## src/rtl/i2s_pkg.sv

```systemverilog
// i2s_pkg: shared I2S frame geometry and the stereo sample pair type
package i2s_pkg;
    localparam int SAMPLE_W       = 24;
    localparam int SLOT_BCK       = 32;
    localparam int FRAME_BCK      = 64;
    localparam int DATA_FIRST_POS = 1;
    localparam int DATA_LAST_POS  = 24;
    typedef struct packed {
        logic [SAMPLE_W-1:0] left;
        logic [SAMPLE_W-1:0] right;
    } sample_pair_t;
endpackage

```

## src/rtl/i2s_clk_gen.sv

```systemverilog
// i2s_clk_gen: divides MCK into registered BCK/LRCK and exposes the BCK-fall strobe and bit position
module i2s_clk_gen #(
    parameter int MCK_PER_BCK = 4
) (
    input  logic       i_mck,
    input  logic       i_rst,
    output logic       o_bck,
    output logic       o_lrck,
    output logic       bck_fall,
    output logic [5:0] bit_cnt
);
    localparam int DW = $clog2(MCK_PER_BCK);
    logic [DW-1:0] div_cnt, div_nxt;
    logic [5:0] bit_nxt;
    always_comb begin
        bck_fall = div_cnt == DW'(MCK_PER_BCK - 1);
        div_nxt  = bck_fall ? '0 : div_cnt + 1'b1;
        bit_nxt  = bck_fall ? bit_cnt + 6'd1 : bit_cnt;
    end
    // BCK and LRCK are registered from the next-state values so they move on the same edge as the counters
    always_ff @(posedge i_mck) begin
        if (i_rst) begin
            div_cnt <= '0;
            bit_cnt <= '0;
            o_bck   <= 1'b0;
            o_lrck  <= 1'b0;
        end else begin
            div_cnt <= div_nxt;
            bit_cnt <= bit_nxt;
            o_bck   <= div_nxt >= DW'(MCK_PER_BCK / 2);
            o_lrck  <= bit_nxt[5];
        end
    end
endmodule

```

## src/rtl/i2s_master_tx.sv

```systemverilog
// i2s_master_tx: I2S bus master transmitter with a one-entry holding register feeding 64-BCK stereo frames
module i2s_master_tx
    import i2s_pkg::*;
#(
    parameter int MCK_PER_BCK = 4
) (
    input  logic                i_mck,
    input  logic                i_rst,
    input  logic                s_valid,
    output logic                s_ready,
    input  logic [SAMPLE_W-1:0] s_left,
    input  logic [SAMPLE_W-1:0] s_right,
    output logic                o_bck,
    output logic                o_lrck,
    output logic                o_data,
    output logic                o_frame_start,
    output logic                o_underrun
);
    logic bck_fall, load, wr, bit_val;
    logic [5:0] bit_cnt, bit_nxt;
    logic [4:0] pos;
    logic hold_full;
    sample_pair_t hold, frame;
    logic [SAMPLE_W-1:0] word;
    i2s_clk_gen #(.MCK_PER_BCK(MCK_PER_BCK)) u_clk_gen (
        .i_mck    (i_mck),
        .i_rst    (i_rst),
        .o_bck    (o_bck),
        .o_lrck   (o_lrck),
        .bck_fall (bck_fall),
        .bit_cnt  (bit_cnt)
    );
    // o_data is registered on the BCK fall, so the mux looks at the position being entered
    always_comb begin
        s_ready = !hold_full && !i_rst;
        wr      = s_valid && s_ready;
        load    = bck_fall && bit_cnt == 6'(FRAME_BCK - 1);
        bit_nxt = bit_cnt + 6'd1;
        pos     = bit_nxt[4:0];
        word    = bit_nxt[5] ? frame.right : frame.left;
        bit_val = (pos >= 5'(DATA_FIRST_POS) && pos <= 5'(DATA_LAST_POS)) ? word[5'(SAMPLE_W) - pos] : 1'b0;
    end
    always_ff @(posedge i_mck) begin
        if (i_rst) begin
            hold_full     <= 1'b0;
            hold          <= '0;
            frame         <= '0;
            o_data        <= 1'b0;
            o_frame_start <= 1'b0;
            o_underrun    <= 1'b0;
        end else begin
            o_frame_start <= load;
            o_underrun    <= load && !hold_full;
            hold_full     <= wr || (hold_full && !load);
            if (load) frame <= hold_full ? hold : '0;
            if (wr) hold <= '{left: s_left, right: s_right};
            if (bck_fall) o_data <= bit_val;
        end
    end
endmodule
```

## config.mk

```make
export PLATFORM = sky130hd
export DESIGN_NAME = i2s_master_tx
export DESIGN_NICKNAME = d
export VERILOG_FILES = /design/src/rtl/i2s_pkg.sv /design/src/rtl/i2s_clk_gen.sv /design/src/rtl/i2s_master_tx.sv
export SDC_FILE = /design/constraint.sdc
export NUM_CORES = 1
export LEC_CHECK = 0
export CORE_MARGIN = 2
export CORE_UTILIZATION = 59
export DETAILED_ROUTE_END_ITERATION = 10
export GPL_TIMING_DRIVEN = 0
export PLACE_DENSITY = 0.85
export SETUP_SLACK_MARGIN = 0.5
export SYNTH_ARGS = -nofsm -noshare
export SYNTH_HDL_FRONTEND = slang
export SYNTH_SLANG_ARGS = --single-unit
```

## constraint.sdc

```tcl
create_clock -name i_mck -period 7.05 [get_ports i_mck]
set_input_delay 1.0575 -clock i_mck [delete_from_list [all_inputs] [get_ports i_mck]]
set_output_delay 1.0575 -clock i_mck [all_outputs]
set_load 0.01 [all_outputs]
```

==> results.yml <==
cells_and_area:
  fill_cells: 577
  register_area_um2: 2162
  nets: 606
  areaGrowthSynthToFinish_pct: 18.81
  layout_common_cells: "108 x dfxtp_1, 67 x nand2_1, 57 x o21ai_0"
  final_common_cell: "dfxtp_1"
  drive_gt1_share_pct: 8.094
  diodes: 0
  multi_input_area_um2: 2156
  final_area_um2: 5398
  fin_cells: 655
timing:
  slew_headroom_pct: 55.28
  hold_viol_final: 0
  report.final.slew_viol_count: 0
  tns_ns: 0
  setup_slack_ns: 3.976
  rsz0062_at_grt: "no"
  period_minus_slack_ns: 3.074
  period_share_pct: 43.60
  fmax_mhz: 325.3
  finClkSkew_ns: 0.01419
  finalSetupViolCount: 0
  worstMarginPinSlew_ns: 0.6707
setup_path:
  r2r_end: "o_data"
  worst_setup_path_end_kind: "primary output"
  r2r_slack_ns: 4.10
  reg2reg_depth: 11
  worstPathRequired_ns: 5.99
  crit_path_start_kind: "input port"
  rr_startpoint: "u_clk_gen.bit_cnt[0]"
  worstSetupPathType: "input port to primary output"
  path_max_fanout: 8
  arrival_ns: 2.02
logic_synthesis:
  synth_largest_area_cell: "dfxtp_1"
  synth-simple-area-share_pct: 18.67
  synthDistinctLibCells: 49
  synth_top_area_share_pct: 47.59
  synth_fp_nets: 540
  synth_compound_area_share_pct: 22.09
  synthAdderAreaFrac_pct: 0.8262
  synthMuxAreaShare_pct: 3.195
  ys_async_sr_fraction_pct: 0
  synth_xor_xnor_area_share_pct: 2.671
  syn_area_um2: 4543
  synth-main-ff-cell: "dfxtp_1"
  synth_top_family_by_area: "compound AO/OA/AOI/OAI gates"
  syn_avg_cell_area_um2: 9.348
  syn_inst: 486
  synth-edff-count: 0
  yosysWarnings: 0
  synth_seq_cells: 108
  ys_seq_area_share_pct: 47.59
  synth_area_leaders: "dfxtp_1 48%, a22o_1 9.4%, nand2b_1 6.9%"
power_and_ir_drop:
  vdd_ir_drop_max_v: 0.0001463
  power.density_nw_per_um2: 206.4
  p_sw_share_pct: 26.15
  clkPwrFrac_pct: 32.1
  leakage_uw: 0.001953
  switchingPower_uw: 291.3
  sequentialPowerShare_pct: 58.2
  power.total_uw: 1114
  combPwrFrac_pct: 9.7
  intPower_uw: 822.7
hold_path:
  min_path_cells: 1
  hold_path_end: "u_clk_gen.div_cnt[0]"
  hp-start: "u_clk_gen.div_cnt[0]"
  hold_class: "flip-flop to flip-flop"
global_route:
  grt_max_degree: 20
  grtUsageTotal_pct: 28.67
  grt_pass1_vias: 3657
  grt_overflow: 0
  grt_pass1_wl_um: 18810
  antenna_found_initial: 0
cts:
  cts_sinks: 108
  cts_buffers: 9
  cts_setup_buffers: 0
  cts_hold_buf: 0
  cts_buffer_depth: 2
  cts_tree: "done"
  clock_latency_ns: 0.38
  cts_root_buf: "clkbuf_8"
  cts_max_level: 3
  clk_pin_slew_worst_paths_ns: 0.10
  cts_resized: 0
floorplanning:
  io_pins: 57
  std_cell_rows: 31
  die_y_um: 91.75
  core_area_um2: 7370
  die_w_um: 91.75
  start_util_pct: 61.65
  die_area_um2: 8418
run_status:
  status: "finished, final reports clean"
placed_design:
  dpl_cell_area_um2: 5218
  port_buffers: 55
  routabilityCongestion: 0.9928
  pre_cts_ws_ns: 3.968
  post-place-cells: 640
  dpl.hpwl_um: 8804
detailed_routing:
  routed_wl_um: 11780
  wl_per_cell_um: 17.98
  vias: 3795
  ant_nets: 0
  viasPerCell: 5.794
  drt_iter0_drc: 217
  drc: 0
  drt_first_pass_iters: 5
run:
  maxCapViolCount: 0
## synth_stat cells (all sizes together) (5+ instances only)
cell / n
buf: 11
nor2: 15
mux2i: 10
dfxtp: 108
o211ai: 5
nand2: 69
a21oi: 10
clkbuf: 29
xnor2: 8
nor3: 5
a22o: 49
nand3: 10
o21ai: 59
nand2b: 50
## power groups by stage
stage               logic (µW)  registers, µW  clock network (µW)
global placement           104            661                   0
detailed placement         108            662                   0
floorplan                 56.9            659                   0
CTS                        108            648                 359
finish                     108            648                 358
global route               120            650                 382
## flip-flops by register name, summed over array words and instances (netlist names)
name	cells
o_data	1
u_clk_gen.bit_cnt	5
u_clk_gen.o_lrck	1
hold_full	1
frame	48
o_underrun	1
u_clk_gen.div_cnt	2
o_frame_start	1
hold	48
## area by class of cell
| type | instances | share of cell area (%) |
|---|---|---|
| plain buffers | 40 | 3.894 |
| clock buffers | 9 | 2.295 |
| clock inverters | 6 | 1.043 |
| inverters | 4 | 0.2782 |
| multi-input cells | 334 | 39.94 |
| flip-flops and latches | 108 | 40.06 |
| well taps | 99 | 2.295 |
| repair buffers | 55 | 10.20 |
## worst max path at each step
stage / start / to / slack (ns) / depth (start not counted)
after floorplan: i_rst / hold[10] / 4.58 / 8
after global placement: i_rst / s_ready / 3.95 / 3
after detailed placement: s_valid / hold[27] / 3.97 / 7
after CTS: i_rst / s_ready / 3.98 / 3
after global routing: i_rst / s_ready / 3.91 / 3
final: i_rst / s_ready / 3.98 / 3
## per-stage QoR
stage / utilization, % / hold slack (ns)
3_3_place_gp: 70.80 / 0.4117
4_1_cts: 73.24 / 0.4417
3_5_place_dp: 70.80 / 0.4265
5_1_grt: 73.24 / 0.4814
2_1_floorplan: - / 0.4017
6_report: 73.24 / 0.4394
## metal layers
layer,part of all wire (%),GRT usage [%]
met5,0,0
met2,49,47.98
met1,44,37.55
met3,4.1,4.519
met4,2.6,10.45
## critical path: stages
cell and delay [ns]:
clkbuf_1 0.22, nor2_1 0.18, clkdlybuf4s50_1 0.56
## cell families (layout without fill, tap and decap cells)
logic type                 count (synthesis)  in the layout
buffers and inverters                     44            114
DFF                                      108            108
xor gates and xnor gates                  10             10
adders and majority gates                  3              3
muxes                                     14             14
and+or+nand+nor                          166            166
AOI/OAI and AO/OA                        141            141
Note: power is estimated with default switching activity, not from simulation.
